===== config.mk =====
export PLATFORM = sky130hd
export DESIGN_NAME = pattern_detector_param
export DESIGN_NICKNAME = d
export VERILOG_FILES = /design/src/rtl/pattern_det_pkg.sv /design/src/rtl/sat_counter.sv /design/src/rtl/pattern_detector_param.sv
export SDC_FILE = /design/constraint.sdc
export NUM_CORES = 1
export LEC_CHECK = 0
export BUFFER_PORTS_ARGS = -buffer_cell sky130_fd_sc_hd__buf_2
export CAP_MARGIN = 20
export CORE_AREA = 3 3 40 42
export DETAILED_ROUTE_END_ITERATION = 7
export DIE_AREA = 0 0 43 45
export PLACE_DENSITY = 0.75
export SLEW_MARGIN = 20
export SYNTH_ARGS = -nofsm -noshare
export SYNTH_HDL_FRONTEND = slang
export SYNTH_HIERARCHICAL = 1
export SYNTH_SLANG_ARGS = --single-unit
export TNS_END_PERCENT = 50

===== constraint.sdc =====
create_clock -name clk -period 5.5 [get_ports clk]
set_clock_uncertainty 0.2 [all_clocks]
set_input_delay 1.375 -clock clk [delete_from_list [all_inputs] [get_ports clk]]
set_output_delay 1.375 -clock clk [all_outputs]
set_load 0.01 [all_outputs]

===== src/rtl/pattern_det_pkg.sv =====
// -----------------------------------------------------------------------------
// pattern_det_pkg
// Shared constants for the serial pattern detector: output-mode selectors,
// the legal pattern-length range, and a helper that sizes the fill counter.
// -----------------------------------------------------------------------------
package pattern_det_pkg;

  // Output timing selectors for pattern_detector_param
  localparam int MODE_MEALY = 0;  // pulse in the same cycle as the final bit
  localparam int MODE_MOORE = 1;  // pulse one cycle after the final bit

  // Legal range for the pattern length
  localparam int PAT_LEN_MIN = 2;
  localparam int PAT_LEN_MAX = 16;

  // Bits needed to hold a fill count of 0..pat_len-1 (never narrower than 1).
  function automatic int fill_width(input int pat_len);
    int w;
    if (pat_len <= 2) begin
      w = 1;
    end else begin
      w = $clog2(pat_len);
    end
    return w;
  endfunction

endpackage


===== src/rtl/sat_counter.sv =====
// -----------------------------------------------------------------------------
// sat_counter
// W-bit up-counter that sticks at its all-ones value instead of wrapping.
// Ports:
//   clk   in   clock, rising edge
//   rst   in   synchronous active-high reset (highest priority)
//   clr   in   synchronous clear to zero
//   inc   in   add one when not saturated
//   count out  current count
// -----------------------------------------------------------------------------
module sat_counter #(
  parameter int W = 8
) (
  input  logic         clk,
  input  logic         rst,
  input  logic         clr,
  input  logic         inc,
  output logic [W-1:0] count
);

  localparam logic [W-1:0] CNT_MAX = {W{1'b1}};

  logic [W-1:0] count_r;

  // Count register: reset, then clear, then saturating increment.
  always_ff @(posedge clk) begin
    if (rst) begin
      count_r <= {W{1'b0}};
    end else if (clr) begin
      count_r <= {W{1'b0}};
    end else if (inc && (count_r != CNT_MAX)) begin
      count_r <= count_r + W'(1);
    end else begin
      count_r <= count_r;
    end
  end

  assign count = count_r;

endmodule


===== src/rtl/pattern_detector_param.sv =====
// -----------------------------------------------------------------------------
// pattern_detector_param
// Serial bit-pattern detector with selectable overlap and Mealy/Moore output.
// Ports:
//   clk           in   clock, rising edge
//   rst           in   synchronous active-high reset
//   data_i        in   serial data bit
//   valid_i       in   qualifies data_i
//   clear_i       in   synchronous clear of history and match counter
//   pattern_o     out  one-cycle match pulse
//   match_count_o out  saturating number of matches seen
// -----------------------------------------------------------------------------
module pattern_detector_param
  import pattern_det_pkg::*;
#(
  parameter int                 PAT_LEN = 4,
  parameter logic [PAT_LEN-1:0] PATTERN = 4'b1101,
  parameter int                 OVERLAP = 1,
  parameter int                 MODE    = MODE_MEALY,
  parameter int                 CNT_W   = 8
) (
  input  logic             clk,
  input  logic             rst,
  input  logic             data_i,
  input  logic             valid_i,
  input  logic             clear_i,
  output logic             pattern_o,
  output logic [CNT_W-1:0] match_count_o
);

  localparam int                FILL_W   = fill_width(PAT_LEN);
  localparam logic [FILL_W-1:0] FILL_MAX = FILL_W'(PAT_LEN - 1);

  // Refuse to elaborate with a pattern length outside the supported range.
  if ((PAT_LEN < PAT_LEN_MIN) || (PAT_LEN > PAT_LEN_MAX)) begin : g_bad_pat_len
    $error("pattern_detector_param: PAT_LEN must be within 2..16");
  end

  logic [PAT_LEN-2:0] hist_r;
  logic [PAT_LEN-2:0] hist_nxt_s;
  logic [FILL_W-1:0]  fill_r;
  logic [FILL_W-1:0]  fill_nxt_s;
  logic [PAT_LEN-1:0] window_s;
  logic               accept_s;
  logic               match_s;
  logic               moore_r;

  // The candidate window is the stored history with the incoming bit appended.
  assign window_s = {hist_r, data_i};
  assign accept_s = valid_i & ~clear_i;
  assign match_s  = accept_s & (fill_r == FILL_MAX) & (window_s == PATTERN);

  // Next history / fill: clear wins, gaps hold, accepted bits shift in.
  always_comb begin
    hist_nxt_s = hist_r;
    fill_nxt_s = fill_r;
    if (clear_i) begin
      fill_nxt_s = {FILL_W{1'b0}};
    end else if (valid_i) begin
      hist_nxt_s = window_s[PAT_LEN-2:0];
      // Non-overlapping mode consumes the matching bits entirely.
      if (match_s && (OVERLAP == 0)) begin
        fill_nxt_s = {FILL_W{1'b0}};
      end else if (fill_r != FILL_MAX) begin
        fill_nxt_s = fill_r + FILL_W'(1);
      end else begin
        fill_nxt_s = fill_r;
      end
    end else begin
      hist_nxt_s = hist_r;
      fill_nxt_s = fill_r;
    end
  end

  // History and fill registers.
  always_ff @(posedge clk) begin
    if (rst) begin
      hist_r <= {(PAT_LEN-1){1'b0}};
      fill_r <= {FILL_W{1'b0}};
    end else begin
      hist_r <= hist_nxt_s;
      fill_r <= fill_nxt_s;
    end
  end

  // Delayed match pulse used when the output is registered.
  always_ff @(posedge clk) begin
    if (rst) begin
      moore_r <= 1'b0;
    end else if (clear_i) begin
      moore_r <= 1'b0;
    end else begin
      moore_r <= match_s;
    end
  end

  // The combinational output is gated so reset can never leak a pulse.
  assign pattern_o = (MODE == MODE_MOORE) ? moore_r : (match_s & ~rst);

  sat_counter #(
    .W (CNT_W)
  ) u_match_cnt (
    .clk   (clk),
    .rst   (rst),
    .clr   (clear_i),
    .inc   (match_s),
    .count (match_count_o)
  );

endmodule


Word level (Yosys, flattened, before mapping)
Index checks and enable logic that the tools add are counted.
{"block": "word_totals", "in_bits": 5, "word_cells": 19, "output_inout_bits": 9, "register_bits": 13}
{"block": "classes", "n_eq_ne": 4, "n_bitwise": 6, "reduce_logical": 4, "n_addsub": 2}
{"cell": "8-bit by 1-bit adder with 8-bit output, second input constant", "count": 1}
{"cell": "8-bit != test, second input constant", "count": 1}
{"cell": "1-bit bitwise AND", "count": 4}
{"cell": "4-bit equality test, second input constant", "count": 1}
{"cell": "2-bit AND reduction", "count": 2}
{"cell": "2-bit by 1-bit adder with 2-bit output, second input constant", "count": 1}
{"cell": "2-bit equality test, second input constant", "count": 1}
{"cell": "2-bit != test, second input constant", "count": 1}
{"cell": "1-bit inverter", "count": 2}
{"cell": "2-bit OR reduction", "count": 1}
{"cell": "1-bit logical AND", "count": 1}

Longest topological paths before layout
Gate-level depths: netlist of run 1.
{"block": "depth", "depth_word": 5, "mapped_depth": 6, "depth_no_buf": 6}

By module
The synthesis of run 1 kept the hierarchy.
{"module": "sat_counter", "cells_per_inst": 47, "n_inst": 1, "seq_area_each_um2": 160.2, "area_per_inst_um2": 435.4}
{"module": "pattern_detector_param", "cells_per_inst": 21, "n_inst": 1, "seq_area_each_um2": 100.1, "area_per_inst_um2": 239.0}

Least setup slack after synthesis of run 1
No wires, ideal clock.
{"block": "synth_path", "path_kind": "input port to output port", "startpoint": "input port valid_i", "endpoint": "output port pattern_o", "t_required_ns": 3.925, "path_stages": 3, "slack_ns": 1.924, "path_buffers": 0, "arrival_ns": 2.001, "cell_sequence": "nor2b_4 > nand4_2 > nor4b_2"}
{"block": "synth_via", "elab_chain_cells": 4}
{"element": "start: declaration", "line_no": "pattern_detector_param.sv:25", "rtl": "input logic valid_i,"}
{"element": "1-bit bitwise AND", "line_no": "pattern_detector_param.sv:50", "rtl": "assign accept_s = valid_i & ~clear_i;"}
{"element": "1-bit bitwise AND (2 in a row)", "line_no": "pattern_detector_param.sv:51", "rtl": "assign match_s = accept_s & (fill_r == FILL_MAX) & (window_s == PATTERN);"}
{"element": "1-bit bitwise AND", "line_no": "pattern_detector_param.sv:98", "rtl": "assign pattern_o = (MODE == MODE_MOORE) ? moore_r : (match_s & ~rst);"}
{"element": "end: declaration", "line_no": "pattern_detector_param.sv:27", "rtl": "output logic pattern_o,"}
No other way between the ends.

Worst setup path after layout of run 1
{"block": "layout_path", "startpoint": "input port clear_i", "endpoint": "output port pattern_o"}
{"block": "layout_via", "elab_chain_cells": 5}
{"element": "start: declaration", "line_no": "pattern_detector_param.sv:26", "rtl": "input logic clear_i,"}
{"element": "1-bit inverter (no line)"}
{"element": "1-bit bitwise AND", "line_no": "pattern_detector_param.sv:50"}
{"element": "1-bit bitwise AND (2 in a row)", "line_no": "pattern_detector_param.sv:51"}
{"element": "1-bit bitwise AND", "line_no": "pattern_detector_param.sv:98"}
No other way between the ends.

==> flow_summary.ini, run 1 <==
[finish]
syn_to_final_growth_pct = 15.2
layout-drive-gt1-share_pct = 25.0
multi_input_area_um2 = 403
nNetsFinal = 92
regArea_um2 = 260
num_antenna_cells = 0
final_cell_mix = dfxtp_1, buf_2, mux2i_1
fillerInstances = 117

[floorplanning]
ioPinCount = 14
die_x_um = 43
dieArea_um2 = 1940
initial_utilization_pct = 52.5
rows = 13
core_um2 = 1280
dieHeight_um = 45

[flow_run]
cap_violations = 0

[timing]
drv_slew = 0
hold_viol_final = 0
rsz0062_at_grt = no
tightest_slew_ns = 0.496
min_period_ns = 3.82
setup_violations = 0
worst_slack_ns = 1.68
relSlewSlack_pct = 66.9
fin_setup_tns_ns = 0
max_freq_mhz = 262
finalCritPeriodShare_pct = 69.4

[clock_network]
cts_tree = done
cts-root-buf = clkbuf_4
cts_made_buffers = 3
cts_htree_levels = 1
path_clk_slew_ns = 0.08
cts_hold_buffers = 0
cts-resized-gates = 0
post_cts_buffers = 0
clk_latency_ns = 0.27
clockBufferDepth = 2
clock_sinks = 13

[global_route]
grt_max_degree = 13
antenna_found_initial = 0
overflow = 0
grt_pass1_wl_um = 2230
grt_usage_pct = 15.6
first_global_vias = 535

[detailed_routing]
viasPerCell = 5.64
vias = 558
drtIter0Drc = 6
wire_per_inst_um = 13.4
route.detailed.drc = 0
antenna_left = 0
wl_um = 1320
firstDrtPassIters = 4

[placement]
gp_congestion = 0.715
preCtsSetupSlack_ns = 1.68
port_buffers = 13

[setup_path]
crit_path_frequent_cell = buf_2
r2r_cells = 6
required_ns = 3.92
slowest_stage = nor4b_2
worstSetupStartpointType = input port
cp.arrival_ns = 2.24
cp_cell_sequence = buf_2, nor2b_4, nand4_2, nor4b_2, buf_2
timing.rr.start = fill_r[0]
worst-path-max-fanout = 9
crit_type = input port to output port
cpPeakStageDelay_ns = 0.20
cp-end-kind = output port
r2r_slack_ns = 3.27
rr_endpoint = u_match_cnt/count[5]

[logic_synthesis]
synth_enable_flop_cells = 0
ys_ff_latch = 13
synthArstFlopShare_pct = 0
synth.distinct_cells = 28
syn_avg_cell_area_um2 = 9.92
ys_warn_count = 6
synth_nets = 75
synth_flop_cell = dfxtp_1
syn_inst = 68
synth-seq-area-share_pct = 38.6
syn_area_um2 = 674

[run_status]
status = finished clean

[power_and_ir_drop]
total_leakage_power_nw = 0.325
peakVddDrop_uv = 142
powerDensity_nw_per_um2 = 213

[worst_hold_path]
hold_depth = 2
min_from = u_match_cnt/count[1]
holdPathEnd = u_match_cnt/count[1]
min_path_type = flop to flop
[cells in the mapped netlist, drive strengths merged (2+ instances only)]
cell    number  share of area [%]
and4         2                2.6
nand2        6                3.3
nor3         2                1.5
and3         3                2.8
nand4        3                3.7
a21boi       3                3.9
or3          3                2.8
mux2i        8                 12
ha           2                3.7
dfxtp       13                 39
nand3        2                1.5
a21oi        4                3.0
nor2         4                2.2
[worst max-delay path, delay by kind of cell]
kind	cells	cell delay, ns
simple gates	3	0.53
buf+inv	2	0.32
[stage by stage]
step                      utilization (%)  hold slack [ns]  total power [mW]  instances  cell area [um^2]
after global routing                 60.5            0.321             0.172         99               777
after CTS                            60.5            0.294             0.168         99               777
final                                60.5            0.293             0.166         99               777
after detailed placement             58.4            0.279             0.109         95               751
after global placement               58.4            0.270             0.108         95               751
after floorplan                         -            0.279             0.104         68               674
[state kept, by name (all words and copies together), names as in the netlist]
signal	cells
u_match_cnt/count	8
hist_r	3
fill_r	2
[worst max path at each step]
stage / start / endpoint / slack, ns / cells past startpoint
2_1_floorplan: valid_i / pattern_o / 1.92 / 3
3_5_place_dp: clear_i / pattern_o / 1.68 / 5
3_3_place_gp: clear_i / pattern_o / 1.71 / 5
4_1_cts: clear_i / pattern_o / 1.67 / 5
5_1_grt: clear_i / pattern_o / 1.62 / 5
6_report: clear_i / pattern_o / 1.68 / 5
[layer usage]
metal / vias to the layer above / share of wire, % / track usage [%]
met1: 252 / 47 / 19.3
met4: 0 / 1.5 / 9.04
met3: 4 / 5.7 / 3.59
met2: 16 / 46 / 25.1
met5: - / 0 / 0
li1: 286 / - / -
[power by group]
part	switching, mW	internal [mW]
logic	0.00604	0.00442
registers	0.000954	0.0951
clock network	0.0311	0.0281
[layout make-up]
| class | instances | share of cell area, % |
|---|---|---|
| Timing Repair Buffer | 13 | 8.37 |
| Sequential cell | 13 | 33.5 |
| Inverter | 1 | 0.483 |
| Clock buffer | 4 | 3.38 |
| Multi-Input combinational cell | 53 | 51.9 |
| Tap cell | 15 | 2.42 |
[cells by family after synthesis]
group	after synthesis	synth area share (%)
fa+ha+maj	2	3.71
buf+inv	2	1.67
simple gates	32	30.2
xor+xnor	1	1.30
compound gates	10	12.6
mux	8	11.9
flops	13	38.6
No activity file was read; power rests on OpenSTA's default activity.
==> inputs of run 2 (changes only) <==
Settings changed: CORE_AREA 3 3 40 42 to default, CORE_MARGIN from default to 3, CORE_UTILIZATION from default to 51, DIE_AREA 0 0 43 45 to default.
Clock period 5.5 ns to 3.9 ns, I/O delays scaled along.
==> run 2 against run 1 <==
Flip-flop and latch count stayed put. Cell area is the same. Critical path depth is the same. Clock-buffer cell count decreased by 1. First-iteration DRC count increased by 17%. Sequential share of layout area unchanged. Sequential power rose by 41%. Combinational power increased by 39%. Clock power rose by 37%. Largest cell class unchanged. Largest power group unchanged.
==> flow_summary.ini, run 2 (synthesis results as in run 1) <==
[setup_path]
crit_family = simple AND/OR/NAND/NOR gates
r2r_slack_ns = 1.67
cp_cell_sequence = buf_2, nor2b_4, nand4_2, nor4b_2, buf_2
crit_type = input port to output port
slowest_stage = nor4b_2
worst-path-max-fanout = 9
worstSetupStartpointType = input port
crit_path_frequent_cell = buf_2
required_ns = 2.72
startpoint = clear_i
cp.arrival_ns = 1.86
cpPeakStageDelay_ns = 0.23
timing.rr.start = fill_r[0]
critPathBufInv = 2
cp-end-kind = output port

[finish]
largest_register_ffs = 8
final_cell_mix = dfxtp_1, buf_2, mux2i_1
layout-drive-gt1-share_pct = 26.2
final_cells = 98
num_antenna_cells = 0
syn_to_final_growth_pct = 15.2
nNetsFinal = 92
fillerInstances = 106

[detailed_routing]
firstDrtPassIters = 4
antenna_left = 0
route.detailed.drc = 0
drtIter0Drc = 7
wl_um = 1310
wire_per_inst_um = 13.3
viasPerCell = 5.66
vias = 555

[timing]
max_freq_mhz = 329
worst_slack_ns = 0.861
min_period_ns = 3.04
holdWs_ns = 0.303
hold_viol_final = 0
relSlewSlack_pct = 69.6
finalCritPeriodShare_pct = 77.9
tightest_slew_ns = 0.455
fin_setup_tns_ns = 0
rsz0062_at_grt = no
drv_slew = 0
setup_violations = 0

[clock_network]
cts_made_buffers = 3
clock_sinks = 13
post_cts_buffers = 0
clockBufferDepth = 2
path_clk_slew_ns = 0.09
cts_htree_levels = 1
clk_latency_ns = 0.28
cts-root-buf = clkbuf_4
cts-resized-gates = 0
cts_tree = done
cts_hold_buffers = 0

[placement]
gp_congestion = 0.773
place.detailed.hpwl_um = 1010
port_buffers = 13
dp_cells = 94
preCtsSetupSlack_ns = 0.850

[run_status]
status = finished clean

[floorplanning]
core_um2 = 1170
dieArea_um2 = 1790
rows = 12
ioPinCount = 14
initial_utilization_pct = 57.6
die_x_um = 42.4
dieHeight_um = 42.4

[global_route]
grt_pass1_wl_um = 2200
overflow = 0
grt_max_degree = 13
antenna_found_initial = 0
grt_usage_pct = 16.3
first_global_vias = 527

[power_and_ir_drop]
powerDensity_nw_per_um2 = 298
peakVddDrop_uv = 220
total_leakage_power_nw = 0.328

[flow_run]
cap_violations = 0

[worst_hold_path]
min_from = u_match_cnt/count[1]
min_path_type = flop to flop
==> run 2: cell types whose count changed in the layout (fill, tap and decap cells not counted), sizes merged <==
cell / previous run / this run
clkbuf: 4 / 3
clkinv: 0 / 1
==> run 2: routing by layer <==
metal  track usage (%)  vias to the layer above  share of wire (%)
li1                  -                      290                  -
met1              19.0                      247                 44
met2              26.7                       14                 49
met3              3.00                        4                4.8
met4              10.6                        0                1.5
met5                 0                        -                  0
==> run 2: metrics by stage <==
stage	area, um^2	utilization [%]	total power, mW
after global placement	749	64.0	0.153
after detailed placement	749	64.0	0.153
after global routing	777	66.3	0.244
after floorplan	674	-	0.146
after CTS	777	66.3	0.234
final	777	66.3	0.231
==> run 2: power breakdown <==
part / internal (mW) / switching (mW)
clock: 0.0380 / 0.0433
combinational: 0.00622 / 0.00834
sequential: 0.134 / 0.00126
==> run 2: tightest hold or removal path: stages (launching register included) <==
cell and delay [ns]:
dfxtp_1 0.34, nand2_1 0.06, mux2i_1 0.05
==> run 2: final timing paths <==
| path | depth (start not counted) | to |
|---|---|---|
| worst min register to register | 2 | u_match_cnt/count[1] |
| worst max-delay path | 5 | pattern_o |
| worst min-delay path | 2 | u_match_cnt/count[1] |
| worst max register to register | 6 | u_match_cnt/count[5] |
==> run 2: layout make-up <==
cell class                 instances  area (um^2)  area share (%)
sequential                        13          260            33.5
clock buffer                       3         22.5            2.90
clock inverter                     1         5.00           0.644
multi-input combinational         53          403            51.9
tap                               14         17.5            2.25
timing repair buffer              13         65.1            8.37
inverter                           1         3.75           0.483
